<file path="src/rtl/regfile_wb_ctrl.sv">
// Register-file writeback controller: clears the regfile after reset, then merges
// load returns and ALU results onto one write port while tracking pending loads.
module regfile_wb_ctrl (
    input  logic        clk,
    input  logic        reset_n,
    input  logic        alu_wb_valid,
    input  logic [4:0]  alu_wb_rd,
    input  logic        alu_wb_long,
    input  logic [63:0] alu_wb_data,
    output logic        alu_wb_ready,
    input  logic        dcache_ack_valid,
    input  logic [4:0]  dcache_ack_rd,
    input  logic [63:0] dcache_ack_data,
    output logic        dcache_ack_retry,
    input  logic        load_issue_valid,
    input  logic [4:0]  load_issue_rd,
    input  logic [4:0]  rs1_sel,
    input  logic [4:0]  rs2_sel,
    output logic        rs1_busy,
    output logic        rs2_busy,
    output logic        rf_wr_en,
    output logic        rf_wr_long,
    output logic [4:0]  rf_wr_rd,
    output logic [63:0] rf_wr_data,
    output logic        init_done
);

    typedef enum logic [0:0] {
        ST_INIT = 1'b0,
        ST_RUN  = 1'b1
    } state_e;

    state_e      state_q, state_d;
    logic [4:0]  sweep_q, sweep_d;
    logic [31:0] busy_q, busy_d;
    logic        wr_en_q, wr_en_d;
    logic        wr_long_q, wr_long_d;
    logic [4:0]  wr_rd_q, wr_rd_d;
    logic [63:0] wr_data_q, wr_data_d;
    logic        run_s;
    logic        ack_acc_s;
    logic [31:0] set_mask_s;
    logic [31:0] clr_mask_s;

    assign run_s     = (state_q == ST_RUN);
    // Load returns always win the port; the ALU is stalled while one is presented.
    assign ack_acc_s = run_s && dcache_ack_valid;

    assign alu_wb_ready     = run_s && !dcache_ack_valid;
    assign dcache_ack_retry = !run_s;
    assign init_done        = run_s;

    assign rs1_busy = (rs1_sel != 5'd0) && busy_q[rs1_sel];
    assign rs2_busy = (rs2_sel != 5'd0) && busy_q[rs2_sel];

    assign rf_wr_en   = wr_en_q;
    assign rf_wr_long = wr_long_q;
    assign rf_wr_rd   = wr_rd_q;
    assign rf_wr_data = wr_data_q;

    // Next state and clear-sweep counter.
    always_comb begin
        state_d = state_q;
        sweep_d = sweep_q;
        case (state_q)
            ST_INIT: begin
                sweep_d = sweep_q + 5'd1;
                if (sweep_q == 5'd31) begin
                    state_d = ST_RUN;
                end else begin
                    state_d = ST_INIT;
                end
            end
            ST_RUN: begin
                state_d = ST_RUN;
                sweep_d = 5'd0;
            end
            default: begin
                state_d = ST_INIT;
                sweep_d = 5'd0;
            end
        endcase
    end

    // Next value of the registered regfile write port.
    always_comb begin
        wr_en_d   = 1'b0;
        wr_long_d = wr_long_q;
        wr_rd_d   = wr_rd_q;
        wr_data_d = wr_data_q;
        case (state_q)
            ST_INIT: begin
                wr_en_d   = 1'b1;
                wr_long_d = 1'b1;
                wr_rd_d   = sweep_q;
                wr_data_d = 64'd0;
            end
            ST_RUN: begin
                // x0 writes are consumed but never reach the regfile.
                if (dcache_ack_valid) begin
                    wr_en_d   = (dcache_ack_rd != 5'd0);
                    wr_long_d = 1'b1;
                    wr_rd_d   = dcache_ack_rd;
                    wr_data_d = dcache_ack_data;
                end else if (alu_wb_valid) begin
                    wr_en_d   = (alu_wb_rd != 5'd0);
                    wr_long_d = alu_wb_long;
                    wr_rd_d   = alu_wb_rd;
                    wr_data_d = alu_wb_data;
                end else begin
                    wr_en_d   = 1'b0;
                end
            end
            default: begin
                wr_en_d = 1'b0;
            end
        endcase
    end

    // Scoreboard update; a new issue overrides a same-cycle return to the same rd.
    always_comb begin
        set_mask_s = 32'd0;
        clr_mask_s = 32'd0;
        if (ack_acc_s) begin
            clr_mask_s[dcache_ack_rd] = 1'b1;
        end else begin
            clr_mask_s = 32'd0;
        end
        if (run_s && load_issue_valid && (load_issue_rd != 5'd0)) begin
            set_mask_s[load_issue_rd] = 1'b1;
        end else begin
            set_mask_s = 32'd0;
        end
        busy_d    = (busy_q & ~clr_mask_s) | set_mask_s;
        busy_d[0] = 1'b0;
    end

    // FSM state and sweep counter registers.
    always_ff @(posedge clk or negedge reset_n) begin
        if (!reset_n) begin
            state_q <= ST_INIT;
            sweep_q <= 5'd0;
        end else begin
            state_q <= state_d;
            sweep_q <= sweep_d;
        end
    end

    // Registered regfile write port.
    always_ff @(posedge clk or negedge reset_n) begin
        if (!reset_n) begin
            wr_en_q   <= 1'b0;
            wr_long_q <= 1'b0;
            wr_rd_q   <= 5'd0;
            wr_data_q <= 64'd0;
        end else begin
            wr_en_q   <= wr_en_d;
            wr_long_q <= wr_long_d;
            wr_rd_q   <= wr_rd_d;
            wr_data_q <= wr_data_d;
        end
    end

    // Pending-load busy bits.
    always_ff @(posedge clk or negedge reset_n) begin
        if (!reset_n) begin
            busy_q <= 32'd0;
        end else begin
            busy_q <= busy_d;
        end
    end

endmodule

</file>
<file path="config.mk">
export PLATFORM = sky130hd
export DESIGN_NAME = regfile_wb_ctrl
export DESIGN_NICKNAME = d
export VERILOG_FILES = /design/src/rtl/regfile_wb_ctrl.sv
export SDC_FILE = /design/constraint.sdc
export NUM_CORES = 1
export LEC_CHECK = 0
export ABC_AREA = 1
export CORE_MARGIN = 1.5
export CORE_UTILIZATION = 40
export DETAILED_ROUTE_END_ITERATION = 16
export PLACE_DENSITY = 0.76
export SYNTH_ARGS = -nofsm -noshare
export SYNTH_HDL_FRONTEND = slang
export SYNTH_SLANG_ARGS = --single-unit
</file>
<file path="constraint.sdc">
create_clock -name clk -period 1.5 [get_ports clk]
set_input_delay 0.3 -clock clk [delete_from_list [all_inputs] [get_ports clk]]
set_output_delay 0.3 -clock clk [all_outputs]
set_load 0.005 [all_outputs]
</file>
Yosys cells after proc, flatten, opt, wreduce, memory -nomap -nowiden
Cells that the tools add are included.
- divide/modulo/power cells: 0
- equal/unequal tests: 2
- $add $sub $neg: 1
- mux-type cells: 25
- order comparisons: 6
- reduce and logical (&&, ||, !) cells: 15
- bitwise operators: 4
- shift-type cells: 0
- $mul: 0
- operators by type and width (operator ; number):
    $mux 64 ; 2
    $pmux 64 s2 ; 1
    $mux 32 ; 2
    $and 32x32->32 ; 1
    $not 32->32 ; 1
    $or 32x32->32 ; 1
    $reduce_bool 5->1 ; 5
    $lt 5x6->1 const B ; 4
    $pmux 5 s2 ; 2
    $bmux 1 s5 ; 2
    $demux 1 s5 ; 2
    $ge 5x1->1 const B ; 2
    $mux 5 ; 2
    $mux 1 ; 9
    $logic_and 1x1->1 ; 8
    $pmux 1 s2 ; 3
    $add 5x1->5 const B ; 1
    $eq 5x5->1 const B ; 1
    $ne 3x3->1 const B ; 1
    $logic_not 1->1 ; 2
    $not 1->1 ; 1
- register bits: 108
- RAM bits: 0
- bits of input ports: 159
- output and inout port bits: 76
- ROM bits: 0
- bits in latches: 0
- logic and storage cells: 60
- memories kept: 0

Depth between registers and ports, before layout
- depth in word-level cells: 8
- gate-level depth with buffers: 11
- gate-level depth less buffers: 10

Worst setup path before layout
OpenSTA, ideal clock, no wires.
- kind: input to output
- from: in rs1_sel[0]
- to: out rs1_busy
- required time: 1.200 ns
- slack: 0.051 ns
- arrival: 1.149 ns
- buffers on the path: 2
- stages: 10
- path through: buf_2 -> inv_1 -> buf_2 -> nand2_1 -> nand3_1 -> nand2_1 -> nand2_1 -> nand3_1 -> nand3_1 -> nand2_1
- word-level cells in the longest chain between the ends: 3
- elaborated cells on any way between the ends: 4
- those cells by class: mux (2); reduce/logical (2)
- ends and longest elaborated chain (what ; line ; RTL):
    from (decl) ; 17 ; input logic [4:0] rs1_sel,
    $bmux 1 s5 ; 53 ; assign rs1_busy = (rs1_sel != 5'd0) && busy_q[rs1_sel];
    $mux 1 (not written as such) ; 53 ;
    $logic_and 1x1->1 * ; 53 ;
    to (decl) ; 19 ; output logic rs1_busy,
Every way passes the cells marked *; elsewhere a longest branch is shown, timed or not. The select of a mux whose other input is x is not followed.

Worst setup path in the final report
- from: reg busy_q[20]
- to: out rs2_busy
- word-level cells in the longest chain between the ends: 3
- ends and longest elaborated chain (what ; line ; RTL):
    from (decl) ; 35 ; logic [31:0] busy_q, busy_d;
    from (signal assigned) ; 169 ; busy_q <= busy_d;
    $bmux 1 s5 ; 54 ; assign rs2_busy = (rs2_sel != 5'd0) && busy_q[rs2_sel];
    $mux 1 (not written as such) ; 54 ;
    $logic_and 1x1->1 ; 54 ;
    to (decl) ; 20 ; output logic rs2_busy,
Every way passes these cells. The select of a mux whose other input is x is not followed.

==> out/metrics.yaml <==
global_routing:
  grt_overflow: 0
  grt_pass1_wl_mm: 30.6
  grt_pass1_vias: 5758
  antenna_found_initial: 0
  grt_usage: 0.275
  grt_start_max_net_pins: 45
clock_network:
  cts_buffers: 9
  h-tree-depth: 3
  cts_tree: "yes"
  cts_sinks: 108
  cts_root_buffer: "clkbuf_16"
  clk_path_buf_depth: 2
  clock_latency_ps: 350
  path_clk_slew_ps: 70
run:
  maxCapViolations: 0
setup_path:
  worst-path-buf-inv: 3
  path_max_fanout: 2
  cp_slowest_cell: "dfrtp_1"
  cp_top_family: "simple AND/OR/NAND/NOR gates"
  arrival_ps: 1390
  required_ps: 1200
  startpoint_type: "flop"
  slowest_delay_ps: 390
  path_cells: "inv_2 -> nand2_1 -> nand3_1 -> nand2_1 -> nand2_1 -> nand2_1 -> inv_1 -> nand2_1 -> nand2_1 -> nand2_1 -> buf_2"
  crit_type: "reg2out"
  end_kind: "output port"
  path_common_cell: "nand2_1"
timing:
  relSlewSlack: 0.739
  rsz0062_at_grt: "yes"
  finalCritPeriodShare: 1.13
  fin_crit_ps: 1690
  fin_skew_ps: 5.31
  fmax_ghz: 0.591
  setup_viol: 2
  tightest_slew_ps: 389
  setup_tns_ps: -375
  hold_viol: 0
  setup_ws_ps: -191
  maxSlewViolCount: 0
power_and_ir_drop:
  switching_share: 0.275
  power_leakage_uw: 0.00415
  pwr-share-clk: 0.302
  power_density_nw_per_um2: 855
  p_int_uw: 5560
  p_seq_frac: 0.441
  ir_drop_mv: 0.451
  p_sw_uw: 2110
  p_comb_frac: 0.257
final_layout:
  fin_util: 0.674
  mostFrequentLayoutCells: "nand2_1 (167), clkdlybuf4s50_1 (148), dfrtp_1 (108)"
  diodes: 0
  final_area_um2: 8960
  syn_to_final_growth_pct: 63.9
  final_common_cell: "nand2_1"
  fin_nets: 1127
  drive_gt1_frac: 0.147
  instances_no_fill: 1147
  nFillCells: 1143
logic_synthesis:
  syn_avg_cell_area_um2: 8.19
  syn-num-nets: 829
  yosysSeqAreaShare: 0.494
  syn_inst: 668
  yosys.area_share.adder: 0.00457
  synthDistinctLibCells: 25
  yosysTopAreaCell: "dfrtp_1"
  synth_top_family_by_area: "compound AO/OA/AOI/OAI gates"
  syn-cell-area_um2: 5470
  synth_xor_area_frac: 0
  synth-simple-area-share: 0.197
  synth.ff_latch_count: 108
  synth_compound_area_frac: 0.228
  synth_mux_area_frac: 0
  synth_top_cell_area_share: 0.494
  yosys-top-cells-area: "dfrtp_1 (49%), nand2_1 (12%), a22oi_1 (9.1%)"
  ys.warnings.count: 0
run_status:
  violations: "setup timing"
  outcome: "complete, but fails checks"
floorplanning:
  rows: 42
  die_x_um: 120
  die_area_um2: 14400
  core_um2: 13300
  die_y_um: 120
  start_util: 0.411
  io_pins: 235
placement:
  gp_congestion: 0.912
  place_ws_ps: -860
  dpl-instance-area_um2: 8510
  dpl.hpwl_mm: 15.0
  dp_cells: 1116
  portBuffers: 234
detailed_routing:
  wl_per_cell_um: 17.1
  drtIter0Drc: 393
  ant_nets: 0
  drtPass1Iterations: 6
  drcViolationCount: 0
  wirelength_mm: 19.6
  via_per_inst: 5.20
  vias: 5965
worst_hold_path:
  min_path_type: "in2async"
[logic make-up after synthesis]
group           after synthesis
compound gates              210
flops                       108
buf+inv                      91
fa+ha+maj                     2
simple gates                257
[worst paths after layout]
path / from / end / slack [ps] / cells past startpoint
worst max-delay path: busy_q[20] / rs2_busy / -190 / 11
worst min-delay path: reset_n / rf_wr_data[19] / 420 / 2
worst max register to register: init_done / rf_wr_data[3] / 30 / 7
worst min register to register: rf_wr_data[2] / rf_wr_data[2] / 480 / 2
max in group asynchronous: reset_n / rf_wr_data[54] / 590 / 3
min in group clk: rf_wr_data[2] / rf_wr_data[2] / 480 / 2
[Yosys cell counts, drive strengths merged]
library cell,number
nand2,172
o21ai,122
dfrtp,108
a22oi,66
nand3,59
inv,56
buf,21
nor2,21
clkbuf,14
a21oi,7
o31ai,7
a31oi,4
nor3,4
ha,2
o211ai,2
a211oi,1
a41oi,1
or2,1
[registers in the layout (all words and copies together), names as in the netlist]
register / cells
busy_q: 31
sweep_q: 5
init_done: 1
rf_wr_data: 64
rf_wr_en: 1
rf_wr_rd: 5
rf_wr_long: 1
[routing by layer]
layer | global-route usage | part of all wire | vias to the layer above
met5 | 0 | 0 | -
met4 | 0.129 | 0.035 | 0
met3 | 0.0637 | 0.069 | 39
met2 | 0.454 | 0.49 | 235
met1 | 0.340 | 0.40 | 2801
li1 | - | - | 2890
[metrics by stage]
stage	hold slack, ps	total power (µW)
floorplan	4.41	4100
finish	416	7670
global placement	246	5430
CTS	414	7610
detailed placement	244	5450
global route	436	8010
[power by group through the flow]
stage / Clock, µW / Combinational (µW) / Sequential (µW)
after floorplan: 0 / 678 / 3420
final: 2320 / 1970 / 3380
after detailed placement: 0 / 2020 / 3430
after global routing: 2430 / 2160 / 3420
after CTS: 2330 / 1900 / 3380
after global placement: 0 / 2010 / 3420
[repair_timing]
action / in CTS / in global routing
gates resized for setup: 110 / 38
hold endpoints to repair: 22 / 0
endpoints found under the setup margin: 102 / 41
gates cloned: 1 / 2
buffers inserted: 6 / 5
pin swaps: 7 / 4
hold buffers: 1 / 0
[area by class of cell]
class / count / area (µm²) / share of cell area
repair buffers: 321 / 3110 / 0.347
flip-flops and latches: 108 / 2700 / 0.301
multi-input cells: 469 / 2420 / 0.270
clock buffers: 14 / 244 / 0.0272
inverters: 56 / 228 / 0.0254
well taps: 176 / 220 / 0.0246
clock inverters: 2 / 35.0 / 0.00391
repair inverters: 1 / 7.51 / 0.000837
[worst reg2reg max path: stages, from the launching register on]
cell and delay [ps]:
dfrtp_1 390, buf_4 160, inv_6 70, nor2_8 40
buf_4 180, buf_12 170, a22oi_1 220, o21ai_0 110
Power figures use the tool's default switching activity.
